<file path="src/rtl/audio_out_fifo_if.sv">
// audio_out_fifo_if: stereo sample stream between the filter, the output FIFO and the codec.
//   slave  modport: FIFO side. It takes in_valid/in_left/in_right/write_ready and drives
//                   in_ready, write, writedata_left/right, count and overflow.
//   master modport: environment side, with the opposite directions.
interface audio_out_fifo_if #(
    parameter int unsigned DATA_W = 24,
    parameter int unsigned ADDR_W = 3
);
    logic              in_valid;
    logic [DATA_W-1:0] in_left;
    logic [DATA_W-1:0] in_right;
    logic              in_ready;
    logic              write_ready;
    logic              write;
    logic [DATA_W-1:0] writedata_left;
    logic [DATA_W-1:0] writedata_right;
    logic [ADDR_W:0]   count;
    logic              overflow;

    modport slave (
        input  in_valid, in_left, in_right, write_ready,
        output in_ready, write, writedata_left, writedata_right, count, overflow
    );

    modport master (
        output in_valid, in_left, in_right, write_ready,
        input  in_ready, write, writedata_left, writedata_right, count, overflow
    );
endinterface

</file>
<file path="src/rtl/audio_out_fifo.sv">
// audio_out_fifo: circular FIFO of stereo sample pairs. It sits between the filter output and
// the codec write port.
//   CLOCK_50 : system clock. All state changes on the rising edge.
//   reset    : synchronous, active-high. Clears pointers, count and overflow.
//   bus      : audio_out_fifo_if.slave, carrying:
//              in_valid/in_left/in_right/in_ready     - filter-side push handshake
//              write/write_ready/writedata_left/right - codec-side pop handshake
//              count (0..DEPTH) and the sticky overflow flag
// All outputs come only from registered state. There is no path from in_valid or write_ready
// to any output.
module audio_out_fifo #(
    parameter int unsigned DATA_W = 24,
    parameter int unsigned DEPTH  = 8,
    parameter int unsigned ADDR_W = 3
) (
    input  logic              CLOCK_50,
    input  logic              reset,
    audio_out_fifo_if.slave   bus
);
    localparam logic [ADDR_W:0] FULL_COUNT = (ADDR_W + 1)'(DEPTH);

    logic [DATA_W-1:0] mem_left  [DEPTH];
    logic [DATA_W-1:0] mem_right [DEPTH];
    logic [ADDR_W-1:0] wr_ptr_q;
    logic [ADDR_W-1:0] rd_ptr_q;
    logic [ADDR_W:0]   count_q;
    logic              overflow_q;

    logic not_empty;
    logic not_full;
    logic push;
    logic pop;

    assign not_empty = (count_q != '0);
    assign not_full  = (count_q != FULL_COUNT);
    assign push      = bus.in_valid && not_full;
    assign pop       = not_empty && bus.write_ready;

    assign bus.in_ready        = not_full;
    assign bus.write           = not_empty;
    assign bus.writedata_left  = not_empty ? mem_left[rd_ptr_q]  : '0;
    assign bus.writedata_right = not_empty ? mem_right[rd_ptr_q] : '0;
    assign bus.count           = count_q;
    assign bus.overflow        = overflow_q;

    // Storage is not cleared on reset. count_q = 0 hides any stale entries.
    always_ff @(posedge CLOCK_50) begin
        if (reset) begin
            wr_ptr_q   <= '0;
            rd_ptr_q   <= '0;
            count_q    <= '0;
            overflow_q <= 1'b0;
        end else begin
            if (push) begin
                mem_left[wr_ptr_q]  <= bus.in_left;
                mem_right[wr_ptr_q] <= bus.in_right;
                wr_ptr_q            <= wr_ptr_q + ADDR_W'(1);
            end
            if (pop) begin
                rd_ptr_q <= rd_ptr_q + ADDR_W'(1);
            end
            if (push && !pop) begin
                count_q <= count_q + (ADDR_W + 1)'(1);
            end else if (pop && !push) begin
                count_q <= count_q - (ADDR_W + 1)'(1);
            end
            // Fullness is judged on the registered count. A pop in the same cycle
            // does not save the incoming pair.
            if (bus.in_valid && !not_full) begin
                overflow_q <= 1'b1;
            end
        end
    end
endmodule

</file>
<file path="src/flat_wrapper.sv">
// flat-port wrapper written by rule: the top's interface ports become plain ports
module audio_out_fifo_flat 
#(
    parameter int unsigned DATA_W = 24,
    parameter int unsigned DEPTH  = 8,
    parameter int unsigned ADDR_W = 3
)
  (CLOCK_50, reset, bus_in_valid, bus_in_left, bus_in_right, bus_write_ready, bus_in_ready, bus_write, bus_writedata_left, bus_writedata_right, bus_count, bus_overflow);
  audio_out_fifo_if #(.DATA_W(DATA_W), .ADDR_W(ADDR_W)) bus_i ();
  input  logic CLOCK_50;
  input  logic reset;
  input wire logic [$bits(bus_i.in_valid)-1:0] bus_in_valid;
  input wire logic [$bits(bus_i.in_left)-1:0] bus_in_left;
  input wire logic [$bits(bus_i.in_right)-1:0] bus_in_right;
  input wire logic [$bits(bus_i.write_ready)-1:0] bus_write_ready;
  output wire logic [$bits(bus_i.in_ready)-1:0] bus_in_ready;
  output wire logic [$bits(bus_i.write)-1:0] bus_write;
  output wire logic [$bits(bus_i.writedata_left)-1:0] bus_writedata_left;
  output wire logic [$bits(bus_i.writedata_right)-1:0] bus_writedata_right;
  output wire logic [$bits(bus_i.count)-1:0] bus_count;
  output wire logic [$bits(bus_i.overflow)-1:0] bus_overflow;
  assign bus_i.in_valid = bus_in_valid;
  assign bus_i.in_left = bus_in_left;
  assign bus_i.in_right = bus_in_right;
  assign bus_i.write_ready = bus_write_ready;
  assign bus_in_ready = bus_i.in_ready;
  assign bus_write = bus_i.write;
  assign bus_writedata_left = bus_i.writedata_left;
  assign bus_writedata_right = bus_i.writedata_right;
  assign bus_count = bus_i.count;
  assign bus_overflow = bus_i.overflow;
  audio_out_fifo #(.DATA_W(DATA_W), .DEPTH(DEPTH), .ADDR_W(ADDR_W)) u_core (.CLOCK_50(CLOCK_50), .reset(reset), .bus(bus_i));
endmodule
</file>
<file path="config.mk">
export PLATFORM = sky130hd
export DESIGN_NAME = audio_out_fifo_flat
export DESIGN_NICKNAME = d
export VERILOG_FILES = /design/src/rtl/audio_out_fifo_if.sv /design/src/rtl/audio_out_fifo.sv /design/src/flat_wrapper.sv
export SDC_FILE = /design/constraint.sdc
export NUM_CORES = 1
export LEC_CHECK = 0
export ABC_AREA = 1
export BUFFER_PORTS_ARGS = -buffer_cell sky130_fd_sc_hd__clkbuf_2
export CAP_MARGIN = 15
export CORE_MARGIN = 2
export CORE_UTILIZATION = 26
export CTS_BUF_LIST = sky130_fd_sc_hd__clkbuf_16
export CTS_CLUSTER_SIZE = 10
export DETAILED_ROUTE_END_ITERATION = 6
export SLEW_MARGIN = 15
export SYNTH_ARGS = -nofsm -noshare
export SYNTH_HDL_FRONTEND = slang
export SYNTH_SLANG_ARGS = --single-unit
export TNS_END_PERCENT = 10
</file>
<file path="constraint.sdc">
create_clock -name CLOCK_50 -period 3.43 [get_ports CLOCK_50]
set_input_delay 0.686 -clock CLOCK_50 [delete_from_list [all_inputs] [get_ports CLOCK_50]]
set_output_delay 0.686 -clock CLOCK_50 [all_outputs]
set_load 0.01 [all_outputs]
</file>
Word level (Yosys, flattened, before mapping)
Memories as Yosys holds them, arrays and structs flattened. A register that Yosys moved wholly into a read port is not among the register bits. Index checks and enable logic that the tools add are counted.

Memories kept: 2. Word-level logic and storage cells: 32. Bits in registers: 11. Bits in writable memories: 384. Output and inout port bits: 55.

Memory list: u_core.mem_left (words 8, bits a word 24, read ports 1, clocked after Yosys merged registers in 1, wr ports 1, RTL line audio_out_fifo.sv:22) `logic [DATA_W-1:0] mem_left [DEPTH];`; u_core.mem_right (words 8, bits a word 24, read ports 1, clocked after Yosys merged registers in 1, wr ports 1, RTL line audio_out_fifo.sv:23) `logic [DATA_W-1:0] mem_right [DEPTH];`.

Add/sub/neg operators: 4. Muxes and demuxes: 11. Reductions and logical operators: 10. Eq/ne operators: 1.

Operators by type and width (number): $mux 24 (2); $mux 3 (4); $mux 4 (2); $add 3x1->3 const B (2); $logic_and 1x1->1 (5); $add 4x1->4 const B (1); $ne 4x4->1 const B (1); $reduce_bool 4->1 (1); $sub 4x1->4 const B (1); $logic_not 1->1 (3); $mux 1 (3); $reduce_bool 2->1 (1).

Depth between registers and ports, before layout
Gate-level depths: netlist of run 1.

Depth in word-level cells: 6. Gate-level depth with buffers: 14. Gate-level depth less buffers: 14.

Worst setup path before layout of run 1
Ideal clock, no wire load.

Path type: input port to flip-flop. Start: in reset. End: mem u_core.mem_left[3][0], enable pin. Stages on the path: 4. Path slack: -0.173 ns. Library setup time: 0.454 ns. Data arrival time: 3.149 ns. Path through: clkbuf_1 -> inv_1 -> nand3_1 -> nor2_1.

Longest elaborated chain between the ends: 2.

Ends and longest elaborated chain: start, declared (RTL line flat_wrapper.sv:11) `input logic reset;`; $mux 1 (RTL line audio_out_fifo.sv:48) `if (reset) begin`; $mux 1 (implied by the code) (RTL line audio_out_fifo.sv:55) `mem_left[wr_ptr_q] <= bus.in_left;`; end, declared (RTL line audio_out_fifo.sv:22).

No other way between the ends.

==> qor.yml, run 1 <==
critical_path:
  cp_data_required_time_ps: 2740
  slowest_stage: "buf_16"
  worstSetupStartpointType: "register"
  cp-end-kind: "output pin"
  cpMostUsedCell: "nand2_1"
  cp_cell_sequence: "buf_16, nand2_1, nand2_1, nand2_1, nand2_1, nor2_1, nor2_1, clkbuf_2"
  cp_max_fo: 192
  cpPeakStageDelay_ps: 580
  worstPathArrival_ps: 2530
  worstSetupPathType: "reg2out"
  reg2reg_from: "u_core.bus.count[0]"
logic_synthesis:
  synth_cells: 1670
  ys_seq_elements: 398
  yosys.area_share.simple_pct: 22.6
  yosysTopAreaCellShare_pct: 68.0
  syn_area_um2: 17000
  synth_fa_ha_area_share_pct: 0.487
  ys_seq_area_share_pct: 69.7
  synth_nets: 1728
  synth.mux.area_fraction_pct: 0
  synth_warnings: 0
  ys_types: 19
  synth.area.top_cells: "edfxtp_1 (68%), nand2_1 (15%), nand3_1 (4.5%)"
  synth_compound_area_share_pct: 0.325
  synth_top_area_cell: "edfxtp_1"
  syn-mean-instance-area_um2: 10.2
  synthXorXnorAreaFrac_pct: 0.155
  synth_top_family_by_area: "simple AND/OR/NAND/NOR gates"
global_route:
  grt_max_degree: 193
  grt-ovfl-total: 0
  antenna_found_initial: 4
  grt_pass1_vias: 10900
  grt_util_all_layers_pct: 12.1
  grt_pass1_wl_um: 62900
run_status:
  run_status: "finished, final reports clean"
finish:
  multi_input_area_um2: 4050
  num-fill-cells: 6616
  fin_cells: 2641
  final_area_um2: 19900
  synthToLayoutAreaGrowth_pct: 17.2
  drive_gt1_share_pct: 11.1
  seq_area_um2: 11800
  fin_nets: 1829
placement:
  place_area_um2: 18600
  dp_slack_ps: 795
  gp_congestion: 0.700
  portBuffers: 106
  dp_hpwl_um: 22200
  dp_cells: 2578
sta:
  worst_pin_slew_ps: 940
  fin_setup_tns_ps: 0
  rsz0062_at_grt: "false"
  finalSetupViolCount: 0
  finalCriticalPeriod_ps: 3220
  fin_ws_ps: 215
  slew_headroom_pct: 37.3
  max_freq_mhz: 311
  timing.final.crit_share_pct: 93.7
  fin_skew_ps: 15.1
  slew_violations: 0
  finalHoldViolCount: 0
floorplan:
  coreArea_um2: 64500
  std_cell_rows: 93
  start_util_pct: 26.3
  fp.dieW_um: 259
  die_area_um2: 67300
  dieHeight_um: 259
  ios: 107
clocking:
  cts-buffers-inserted: 46
  cts_tree: "done"
  clk_path_buf_depth: 3
  clk_latency_ps: 550
  htreeDepth: 2
  cts_setup_buffers: 0
  clk_pin_slew_worst_paths_ps: 60
  cts_hold_buf: 0
  cts_root_buffer: "clkbuf_16"
  cts.sinks: 398
min_path:
  hold_path.class: "in2reg"
  worstHoldStart: "bus_in_right[16]"
routing:
  drt_pass1_iterations: 5
  drtIter0Drc: 820
  wirelength_um: 41000
  routedWlPerCell_um: 15.5
  vias: 11200
  final_antenna_net_count: 0
  drcViolationCount: 0
  viasPerCell: 4.25
pwr:
  power.density_nw_per_um2: 676
  leakage_nw: 8.44
  peakVddDrop_mv: 0.407
flow_run:
  maxCapViolCount: 0
[metal layers]
layer	track usage (%)	share of wire, %
met1	15.4	44
met2	20.4	48
met3	2.50	5.2
met4	3.69	2.3
met5	0	0.095
[metrics by stage]
stage          power (mW)  hold WS (ps)  util (%)
2_1_floorplan        7.96           458         -
3_3_place_gp         9.25           438      28.8
3_5_place_dp         9.31           443      28.8
4_1_cts              13.6           375      30.8
5_1_grt              14.2           405      30.8
6_report             13.4           407      30.8
[sequential cells by signal, indices dropped and copies added (netlist names), named ones only]
name and flops:
u_core.bus.count 4, u_core.bus.overflow 1, u_core.mem_left 192, u_core.mem_right 192
u_core.rd_ptr_q 3, u_core.wr_ptr_q 3
[critical path: cells and delay by family, from the launching register on]
family | cells | cell delay, ps
buf+inv | 2 | 780
flops | 1 | 380
simple gates | 6 | 670
[cells in the mapped netlist (all sizes together)]
master and number:
o21ai 3, edfxtp 384, nand4 1, fa 1, a21oi 8, nand3 155, ha 5, inv 207
or2 1, clkbuf 16, nor2 115, xor2 3, dfxtp 14, nand2 693, buf 64
[final cells by class]
cell class	count	share of cell area, %
clock inverters	13	0.258
diodes	1	0.0126
flip-flops and latches	398	59.5
repair buffers	133	4.36
clock buffers	49	6.17
multi-input cells	985	20.4
well taps	855	5.38
inverters	207	3.93
[report_power, final]
part	internal, mW	switching (mW)
logic	1.09	2.44
clock network	2.50	1.78
registers	5.53	0.0877
[what timing repair did]
item | in CTS | in global routing
hold endpoints to repair | 0 | 0
resized for setup | 0 | 1
setup endpoints to repair | 0 | 1
[placed cells by master, fill, tap and decap left out, types with 3 or more instances in the layout]
master and n:
dfxtp_1 11, edfxtp_1 384, xor2_1 3, nor2_4 8
nand2_1 693, ha_1 5, nor2_1 107, dfxtp_4 3
nand3_1 154, o21ai_0 3, a21oi_1 8, clkbuf_16 49
clkbuf_2 106, inv_1 215, clkinv_2 3, buf_4 17
buf_12 9
[final timing paths]
| kind | end | slack [ps] | cells after the start |
|---|---|---|---|
| worst min-delay path | u_core.mem_right[4][16] | 410 | 1 |
| worst max-delay path | bus_writedata_left[7] | 210 | 8 |
| worst min register to register | u_core.bus.overflow | 450 | 2 |
| worst max register to register | u_core.bus.count[3] | 930 | 12 |
[cell families after synthesis]
kind of cell / count (synthesis)
AND/OR/NAND/NOR: 965
flip-flops: 398
buffers and inverters: 287
AO/OA/AOI/OAI: 11
adder cells (fa/ha/maj): 6
XOR/XNOR: 3
(Power assumes the default switching activity.)
==> run 2: changes to the inputs <==
Settings changed: CORE_UTILIZATION 26 to 34.
==> qor.yml, run 2 (synthesis gave the netlist of run 1 again) <==
clocking:
  clk_latency_ps: 580
  cts_root_buffer: "clkbuf_16"
  cts-buffers-inserted: 46
  htreeDepth: 2
  cts.sinks: 398
  cts_hold_buf: 0
  clk_pin_slew_worst_paths_ps: 50
  cts_tree: "done"
  cts_resized: 0
  cts_setup_buffers: 0
  clk_path_buf_depth: 3
routing:
  drtIter0Drc: 725
  vias: 11100
  drcViolationCount: 0
  viasPerCell: 4.54
  final_antenna_net_count: 0
  wirelength_um: 39200
  routedWlPerCell_um: 16.1
  drt_pass1_iterations: 5
placement:
  dp_hpwl_um: 20200
  gp_congestion: 0.725
  portBuffers: 106
  dp_slack_ps: 857
  place_area_um2: 18400
sta:
  timing.final.crit_share_pct: 92.2
  slew_violations: 0
  fin_skew_ps: 28.6
  worst_pin_slew_ps: 876
  finalCriticalPeriod_ps: 3160
  max_freq_mhz: 316
  slew_headroom_pct: 41.6
  rsz0062_at_grt: "false"
  hold_ws_ps: 385
  finalHoldViolCount: 0
  finalSetupViolCount: 0
  fin_ws_ps: 268
global_route:
  grt_pass1_wl_um: 61200
  grt_pass1_vias: 11000
  grt_util_all_layers_pct: 15.5
  grt_max_degree: 193
  grt-ovfl-total: 0
  antenna_found_initial: 2
pwr:
  peakVddDrop_mv: 0.418
  power.density_nw_per_um2: 677
  totalPowerFinal_mw: 13.3
  leakage_nw: 8.42
floorplan:
  std_cell_rows: 81
  die_area_um2: 51700
  start_util_pct: 34.6
  coreArea_um2: 49100
  fp.dieW_um: 227
  ios: 107
  dieHeight_um: 227
critical_path:
  cp_max_fo: 192
  worstSetupPathType: "reg2out"
  worstPathArrival_ps: 2480
  cp-end-kind: "output pin"
  cp_data_required_time_ps: 2740
  worstSetupStartpointType: "register"
flow_run:
  maxCapViolCount: 0
finish:
  synthToLayoutAreaGrowth_pct: 16.0
  n_antenna_cell: 0
  fin_nets: 1825
  layout_commonest_cell: "nand2_1"
  final_area_um2: 19700
  drive_gt1_share_pct: 10.8
  most-common-layout-cells: "nand2_1 (693), edfxtp_1 (384), inv_1 (214), nand3_1 (154), nor2_1 (107)"
min_path:
  hold_path.class: "in2reg"
run_status:
  run_status: "finished, final reports clean"
[run 2: changes by cell type in the layout (fill, tap and decap cells not counted), sizes merged]
cell    before  now
clkinv       4    5
buf         27   23
diode        1    0
clkbuf     155  152
[run 2: worst paths after layout]
path	from	to	slack [ps]	cells past startpoint
setup / recovery	register	bus_writedata_right[6]	270	8
hold / removal	bus_in_left[16]	u_core.mem_left[1][16]	390	1
setup reg to reg	u_core.bus.count[0]	u_core.bus.count[3]	910	12
hold reg to reg	u_core.bus.overflow	u_core.bus.overflow	450	2
[run 2: worst max-delay path, stage by stage, from the launching register on]
cell      delay (ps)
dfxtp_4          380
buf_12           640
nand2_1          110
nand2_1          100
nand2_1           50
nand2_1           70
nor2_1            40
nor2_1           270
clkbuf_2         190
[run 2: per-stage QoR]
stage | util [%] | TNS, ps | instances
finish | 40.1 | 0 | 2443
global route | 40.1 | 0 | 2443
detailed placement | 37.6 | 0 | 2383
floorplan | - | -60010 | 1670
global placement | 37.6 | 0 | 2383
CTS | 40.1 | 0 | 2443
[run 2: layer usage]
| metal | up-vias | track usage [%] | routed length [um] |
|---|---|---|---|
| li1 | 5528 | - | - |
| met1 | 5226 | 19.5 | 17100 |
| met2 | 264 | 26.5 | 18800 |
| met3 | 71 | 3.73 | 2360 |
| met4 | 4 | 4.83 | 862 |
| met5 | - | 0 | 25 |
[run 2: cell type report]
class	count	area, um^2
fill	4709	29400
sequential	398	11800
multi-input combinational	985	4050
clock buffer	46	1150
timing repair buffer	129	941
tap	664	831
inverter	207	783
clock inverter	14	82.6
[run 2: power breakdown]
| group | switching (mW) | total, mW | internal (mW) |
|---|---|---|---|
| clock | 1.80 | 4.18 | 2.38 |
| combinational | 2.39 | 3.50 | 1.11 |
| sequential | 0.101 | 5.63 | 5.53 |
| total | 4.29 | 13.3 | 9.02 |
==> run 3: changes to the inputs <==
==> constraint.sdc (replaced) <==
create_clock -name CLOCK_50 -period 3.43 [get_ports CLOCK_50]
set_input_delay 0.343 -clock CLOCK_50 [delete_from_list [all_inputs] [get_ports CLOCK_50]]
set_output_delay 0.343 -clock CLOCK_50 [all_outputs]
set_load 0.01 [all_outputs]
==> qor.yml, run 3 (synthesis gave the netlist of run 1 again) <==
critical_path:
  cp_max_fo: 192
  cp_data_required_time_ps: 3090
  cp-end-kind: "output pin"
  worstSetupStartpointType: "register"
  worstSetupPathType: "reg2out"
  worstPathArrival_ps: 2530
global_route:
  grt-ovfl-total: 0
  met3_usage_pct: 3.01
  grt_max_degree: 193
  antenna_found_initial: 3
  grt-busiest-layer: "met2"
  grt_util_all_layers_pct: 15.1
  met2_usage_pct: 25.6
  gr-usage-met1_pct: 19.0
  grt_pass1_wl_um: 59600
  grt_pass1_vias: 10800
routing:
  vias: 11100
  drtIter0Drc: 1033
  routedWlPerCell_um: 15.8
  final_antenna_net_count: 0
  drt_pass1_iterations: 7
  drcViolationCount: 0
  wirelength_um: 38600
  viasPerCell: 4.54
floorplan:
  fp.dieW_um: 227
  coreArea_um2: 49100
  start_util_pct: 34.6
  dieHeight_um: 227
  die_area_um2: 51700
  std_cell_rows: 81
  ios: 107
sta:
  rsz0062_at_grt: "false"
  slew_headroom_pct: 34.6
  finalSetupViolCount: 0
  slew_violations: 0
  fin_setup_tns_ps: 0
  max_freq_mhz: 348
  finalHoldViolCount: 0
  hold_ws_ps: 65.8
  timing.final.crit_share_pct: 83.8
  finalCriticalPeriod_ps: 2870
  worst_pin_slew_ps: 981
  fin_skew_ps: 18.1
  fin_ws_ps: 557
clocking:
  cts_hold_buf: 0
  cts.sinks: 398
  clk_pin_slew_worst_paths_ps: 50
  clk_latency_ps: 560
  cts_setup_buffers: 0
  cts_root_buffer: "clkbuf_16"
  cts-buffers-inserted: 46
  clk_path_buf_depth: 3
  htreeDepth: 2
  cts_resized: 0
  cts_tree: "done"
placement:
  dp_slack_ps: 1090
  portBuffers: 106
  place_area_um2: 18300
  gp_congestion: 0.721
  dp_hpwl_um: 19700
finish:
  most-common-layout-cells: "nand2_1 (693), edfxtp_1 (384), inv_1 (215), nand3_1 (154), nor2_1 (107)"
  drive_gt1_share_pct: 10.8
  synthToLayoutAreaGrowth_pct: 15.4
  fin_nets: 1822
  layout_commonest_cell: "nand2_1"
  final_area_um2: 19600
pwr:
  totalPowerFinal_mw: 13.2
  peakVddDrop_mv: 0.385
  power.density_nw_per_um2: 677
  leakage_nw: 8.38
min_path:
  hold_path.class: "in2reg"
flow_run:
  maxCapViolCount: 0
run_status:
  run_status: "finished, final reports clean"
run 3: critical path: stages (launching register included):
cell and delay, ps:
dfxtp_4 370, buf_12 600, nand2_1 120, nand2_1 110, nand2_1 50, nand2_1 90
nor2_1 40, nor2_1 220, clkbuf_2 170
run 3: cell type report:
class / count / area [um^2]
clock inverter: 15 / 83.8
multi-input combinational: 985 / 4050
timing repair buffer: 126 / 831
inverter: 207 / 783
clock buffer: 46 / 1150
antenna: 2 / 5.00
sequential: 398 / 11800
tap: 664 / 831
fill: 4670 / 29500
run 3: per-layer routing:
layer  vias up  wire, um
li1       5505         -
met1      5258     16900
met2       238     18600
met3        86      1880
met4         0      1120
met5         -         0
run 3: worst paths after layout:
kind | startpoint | endpoint | slack [ps] | cells after the start
hold / removal | bus_in_right[15] | u_core.mem_right[4][15] | 70 | 1
setup reg to reg | u_core.bus.count[0] | u_core.bus.count[3] | 1050 | 12
hold reg to reg | u_core.bus.overflow | u_core.bus.overflow | 470 | 2
setup / recovery | register | bus_writedata_left[1] | 560 | 8
run 3: through the flow:
stage          utilization [%]  std cells
2_1_floorplan                -       1670
3_3_place_gp              37.3       2380
3_5_place_dp              37.3       2380
4_1_cts                   39.9       2441
5_1_grt                   39.9       2443
6_report                  39.9       2443
run 3: report_power, final:
part	switching, mW	internal [mW]	total (mW)
combinational	2.39	1.06	3.46
clock	1.79	2.38	4.17
sequential	0.0840	5.53	5.61
total	4.26	8.97	13.2
